**config.mk**
```make
export PLATFORM = sky130hd
export DESIGN_NAME = layer_argmax_stage
export DESIGN_NICKNAME = d
export VERILOG_FILES = /design/src/rtl/layer_argmax_stage.sv
export SDC_FILE = /design/constraint.sdc
export NUM_CORES = 1
export LEC_CHECK = 0
export BUFFER_PORTS_ARGS = -buffer_cell sky130_fd_sc_hd__clkbuf_2
export CELL_PAD_IN_SITES_DETAIL_PLACEMENT = 0
export CELL_PAD_IN_SITES_GLOBAL_PLACEMENT = 1
export CORE_AREA = 2 2 90 92
export DETAILED_ROUTE_END_ITERATION = 16
export DIE_AREA = 0 0 92 94
export GPL_TIMING_DRIVEN = 0
export PLACE_DENSITY = 0.82
export SYNTH_ARGS = -nofsm -noshare
export SYNTH_HDL_FRONTEND = slang
export SYNTH_SLANG_ARGS = --single-unit
```
**constraint.sdc**
```tcl
create_clock -name clk -period 2.3 [get_ports clk]
set_input_delay 0 -clock clk [delete_from_list [all_inputs] [get_ports clk]]
set_output_delay 0 -clock clk [all_outputs]
set_load 0.02 [all_outputs]
```
**src/rtl/layer_argmax_stage.sv**
```systemverilog
// Argmax over one frame of M signed activations; reports index and value of the largest (ties keep earliest).
// Latency: result valid the cycle after the M-th accepted word; min frame period M+1 cycles.
// Backpressure: s_ready low outside COLLECT; result held stable in EMIT until m_ready, no new words taken meanwhile.
module layer_argmax_stage #(
    parameter int M    = 8,
    parameter int T    = 20,
    parameter int LOGM = 3
) (
    input  logic                  clk,
    input  logic                  reset,
    input  logic                  s_valid,
    output logic                  s_ready,
    input  logic signed [T-1:0]   data_in,
    output logic                  m_valid,
    input  logic                  m_ready,
    output logic [LOGM-1:0]       max_index,
    output logic signed [T-1:0]   max_value,
    output logic [7:0]            frame_cnt
);

    typedef enum logic [1:0] {
        IDLE    = 2'd0,
        COLLECT = 2'd1,
        EMIT    = 2'd2
    } state_t;

    localparam logic [LOGM:0] LAST_ELEM = (LOGM+1)'(M - 1);
    localparam logic [LOGM:0] ELEM_ONE  = (LOGM+1)'(1);

    state_t                 state_q, state_d;
    logic [LOGM:0]          elem_q, elem_d;
    logic signed [T-1:0]    best_val_q, best_val_d;
    logic [LOGM-1:0]        best_idx_q, best_idx_d;
    logic [7:0]             frame_cnt_q, frame_cnt_d;

    // Next-state and handshake decode; s_ready/m_valid depend only on the state register.
    always_comb begin
        state_d     = state_q;
        elem_d      = elem_q;
        best_val_d  = best_val_q;
        best_idx_d  = best_idx_q;
        frame_cnt_d = frame_cnt_q;
        s_ready     = 1'b0;
        m_valid     = 1'b0;
        case (state_q)
            IDLE: begin
                state_d = COLLECT;
            end
            COLLECT: begin
                s_ready = 1'b1;
                if (s_valid) begin
                    // First word of a frame seeds the running best unconditionally;
                    // later words replace it only when strictly larger, so ties keep the lower index.
                    if (elem_q == '0) begin
                        best_val_d = data_in;
                        best_idx_d = '0;
                    end else if (data_in > best_val_q) begin
                        best_val_d = data_in;
                        best_idx_d = elem_q[LOGM-1:0];
                    end
                    if (elem_q == LAST_ELEM) begin
                        elem_d  = '0;
                        state_d = EMIT;
                    end else begin
                        elem_d = elem_q + ELEM_ONE;
                    end
                end
            end
            EMIT: begin
                m_valid = 1'b1;
                if (m_ready) begin
                    state_d     = COLLECT;
                    frame_cnt_d = frame_cnt_q + 8'd1;
                end
            end
            default: begin
                state_d = IDLE;
            end
        endcase
    end

    // State and datapath registers; reset discards any partial frame and the frame count.
    always_ff @(posedge clk or posedge reset) begin
        if (reset) begin
            state_q     <= IDLE;
            elem_q      <= '0;
            best_val_q  <= '0;
            best_idx_q  <= '0;
            frame_cnt_q <= '0;
        end else begin
            state_q     <= state_d;
            elem_q      <= elem_d;
            best_val_q  <= best_val_d;
            best_idx_q  <= best_idx_d;
            frame_cnt_q <= frame_cnt_d;
        end
    end

    // Results are the running-best registers themselves, so they persist after EMIT.
    assign max_index = best_idx_q;
    assign max_value = best_val_q;
    assign frame_cnt = frame_cnt_q;

endmodule

```
After elaboration in Yosys (flattened, before gate mapping)
Cells that the tools add are included.
{ "totals": {"register_bits": 37, "latchBits": 0, "ramBits": 0, "rom_bits": 0, "out_inout_bits": 33, "elab_cells": 32, "n_memories": 0} }
{ "classes": {"addsub": 2, "mul": 0, "div_mod_pow": 0, "n_lt_le_gt_ge": 1, "eq_ne": 6, "shift": 0, "mux": 11, "bitwise": 0, "reduce_logical": 7} }
{ "ops": {"columns": ["cell", "count"], "rows": [
  ["two-way mux 20 bit", 2],
  ["greater-than comparator 20 bit", 1],
  ["adder 8 x 1 -> 8 bit, second input constant", 1],
  ["two-way mux 2 bit", 3],
  ["two-way mux 3 bit", 2],
  ["!= test 2 bit, second input constant", 3],
  ["case mux 2 bit (3 select lines)", 1],
  ["AND reduction 3 bit", 2],
  ["adder 4 x 1 -> 4 bit, second input constant", 1],
  ["equality test 4 x 3 -> 1 bit, second input constant", 1],
  ["zero test 4 bit", 1],
  ["two-way mux 4 bit", 1],
  ["AND reduction 2 bit", 2],
  ["equality test 2 x 1 -> 1 bit, second input constant", 1],
  ["equality test 2 bit, second input constant", 1],
  ["zero test 2 bit", 1],
  ["two-way mux 1 bit", 2],
  ["nonzero test 2 bit", 1]
]} }

Logic depth before layout (Yosys ltp)
{ "depth": {"word_depth": 4, "depth_mapped": 11, "mapped_depth_nobuf": 8} }

Least setup slack after synthesis
OpenSTA, ideal clock, no wires.
{ "synth_path": {"path_kind": "register to register", "startpoint": "register best_val_q[19], in the netlist max_value[19]", "endpoint": "register best_idx_q[2], in the netlist max_index[2]", "setup_ns": 0.135, "arrival_time_ns": 2.193, "required_ns": 2.165, "path_slack_ns": -0.028, "path_stages_with_launch": 10, "n_path_buf": 1, "cell_sequence": "dfrtp_1 > inv_1 > ha_1 > nand4_2 > nor4_4 > a21o_2 > nor2_1 > buf_2 > a221oi_1 > o211ai_1"} }
{ "synth_via": {"elab_chain_cells": 3} }
{ "synth_lines": {"columns": ["item", "line_no", "text"], "rows": [
  ["from (decl)", "32", "logic signed [T-1:0] best_val_q, best_val_d;"],
  ["from (signal assigned)", "93", "best_val_q <= best_val_d;"],
  ["greater-than comparator 20 bit", "57", "end else if (data_in > best_val_q) begin"],
  ["nonzero test 2 bit (no line)", null, null],
  ["AND reduction 3 bit (no line)", null, null],
  ["to (signal assigned)", "94", "best_idx_q <= best_idx_d;"],
  ["to (decl)", "33", "logic [LOGM-1:0] best_idx_q, best_idx_d;"]
]} }
Every way passes these cells.
A chain may end at the register's enable or synchronous reset.

Worst setup path in the final report
{ "layout_path": {"startpoint": "register best_val_q[6], in the netlist max_value[6]", "endpoint": "register best_val_q[11], in the netlist max_value[11]"} }
{ "layout_via": {"elab_chain_cells": 3} }
{ "layout_lines": {"columns": ["item", "line_no"], "rows": [
  ["greater-than comparator 20 bit", "57"],
  ["nonzero test 2 bit (no line)", null],
  ["AND reduction 3 bit (no line)", null]
]} }
Every way passes these cells.

==> flow_summary.ini <==
[setup_path]
r2r-end = max_value[11]
crit_fanout = 10
r2r_setup_slack_ns = -0.03
worstReg2RegStart = max_value[6]
crit_type = reg -> reg
startpoint_type = flip-flop
critPathLaunch = max_value[6]
end_kind = flip-flop
critical_path_required_ns = 2.49
reg2reg_depth = 9
crit_end = max_value[11]
arrival_ns = 2.52

[layout]
diodes = 0
final_layout_size_suffix_gt1_frac = 0.461
fillers = 684
fin_nets = 445
syn_to_final_growth_pct = 43.5
final_cell_mix = clkbuf_2, a221oi_2, dfrtp_1, buf_4, inv_1
final_common_cell = clkbuf_2

[timing]
holdWs_ns = 0.0153
finalCritPeriodShare = 1.01
worstMarginPinSlew_ns = 0.833
min_period_ns = 2.33
relSlewSlack = 0.444
layout_setup_ws_ns = -0.0265
max_freq_mhz = 430
finalMaxSlewViolations = 0
clock_skew_ns = 0.0150
setup_viol_count_final = 2
hold_violations = 0
rsz0062_at_grt = yes

[synthesis]
syn_area_per_cell_um2 = 9.50
seq_area_frac_synth = 0.326
synth_edf_count = 0
synth_cells = 299
synth_seq_cells = 37
synthFlopType = dfrtp_1
netlist_area_mm2 = 0.00284
syn-num-nets = 346
synth_cell_types = 50
synth-warning-count = 0
synth-async-reset-ratio = 1.00

[pwr]
vdd_drop_max_mv = 0.555
power.leakage_nw = 1.85
power-per-cell-area_mw_per_mm2 = 1420
power_mw = 5.80

[grt]
grt-ovfl-total = 0
grt_use_total = 0.187
grt_first_pass_wirelength_um = 12900
grt_pass1_vias = 2628
grt_max_degree = 38
antenna_found_initial = 0

[die]
die_h_um = 94
rows = 32
coreArea_mm2 = 0.00761
ios = 57
die_area_mm2 = 0.00865
die_w_um = 92
initial_utilization = 0.373

[worst_hold_path]
hp-class = in -> reg

[cts]
cts_tree = yes
numCtsBuffers = 5
h-tree-depth = 2
clock_sinks = 37
clk_pin_slew_ns = 0.09
ctsLongestPathBuffers = 2
clock_latency_ns = 0.30
cts_root_buf = clkbuf_8

[run_status]
outcome = complete, but fails checks
violations = negative setup slack

[placed_design]
dpl.hpwl_um = 5150
preCtsSetupSlack_ns = -0.334
place.gp.congestion = 0.812
port_buffers = 56

[routing]
final_antenna_net_count = 0
drtIter0Drc = 94
drc = 0
vias_per_cell = 5.58
avgRoutedWirePerCell_um = 17.0
drt-total-wl_um = 8540
vias = 2798
drtPass1Iterations = 4

[run]
cap_violations = 0
## repair_timing
item                                    CTS  global route
hold buffers                              8             0
setup buffers                            17            10
hold endpoints to repair                 45             0
endpoints found under the setup margin   23            23
pin swaps                                 4            39
gates resized for setup                  12            81
gates cloned                              0             3
## where the power goes
group | switching, mW | leakage [nW] | internal (mW) | total (mW)
clock network | 0.277 | 0.0364 | 0.213 | 0.490
registers | 0.212 | 0.432 | 0.921 | 1.13
logic | 2.33 | 1.38 | 1.85 | 4.18
## layer usage
metal / vias to the layer above / GRT usage / part of all wire
met4: 0 / 0.0522 / 0.0091
met1: 1369 / 0.243 / 0.43
met3: 7 / 0.0305 / 0.045
met2: 75 / 0.323 / 0.51
li1: 1347 / - / -
met5: - / 0 / 0
## synthesized netlist by cell type (all sizes together), types with 5 or more instances
cell type | number | area [µm²]
buf | 16 | 96.3
a221oi | 40 | 469
a21oi | 11 | 55.1
inv | 25 | 93.8
a22oi | 19 | 143
dfrtp | 37 | 926
nor2 | 9 | 36.3
ha | 23 | 288
nand2 | 22 | 85.1
clkbuf | 5 | 18.8
o21ai | 29 | 153
xnor2 | 6 | 52.6
nand3 | 9 | 50.1
## stage by stage
stage | utilization | TNS [ns] | instance area [µm²] | std cells
final | 0.536 | -0.0382 | 4080 | 501
after global routing | 0.536 | -0.698 | 4080 | 501
after CTS | 0.475 | -0.00652 | 3610 | 490
after detailed placement | 0.427 | -5.48 | 3250 | 457
after global placement | 0.427 | -4.88 | 3250 | 457
after floorplan | - | 0 | 2840 | 299
## registers in the layout (all words and copies together) (netlist names)
name,flops
frame_cnt,8
max_value,20
elem_q,4
state_q,2
max_index,3
## layout make-up
type	instances	area (µm²)	share of cell area
buffer	19	186	0.0457
tap	102	128	0.0313
multi-input combinational	216	2020	0.496
timing repair buffer	94	618	0.152
clock buffer	5	68.8	0.0169
inverter	25	93.8	0.0230
clock inverter	3	22.5	0.00553
sequential	37	935	0.229
## logic make-up (layout without fill, tap and decap cells)
family / count (synthesis) / in the layout / share of synthesized area
flops: 37 / 37 / 0.326
xor+xnor: 9 / 9 / 0.0278
fa+ha+maj: 23 / 23 / 0.101
mux: 5 / 5 / 0.0181
compound gates: 111 / 111 / 0.321
buf+inv: 46 / 146 / 0.0736
simple gates: 68 / 68 / 0.132
## worst min path at each step
stage	cells after the start	end	startpoint	slack [ns]
global route	3	max_value[9]	data_in[9]	0.03
detailed placement	2	frame_cnt[7]	reset	0.21
CTS	3	max_value[4]	data_in[4]	0.001
global placement	3	state_q[0]	m_ready	0.27
finish	3	max_value[13]	data_in[13]	0.02
floorplan	2	max_value[15]	data_in[15]	0.14
## critical path: stages (launching register included)
cell and delay (ns):
dfrtp_1 0.42, inv_2 0.06, ha_4 0.26, nand4_1 0.15
nor4_4 0.42, a21o_4 0.25, nor2_4 0.07, buf_8 0.16
a221oi_1 0.32, o21ai_1 0.11
(Power assumes the default switching activity.)
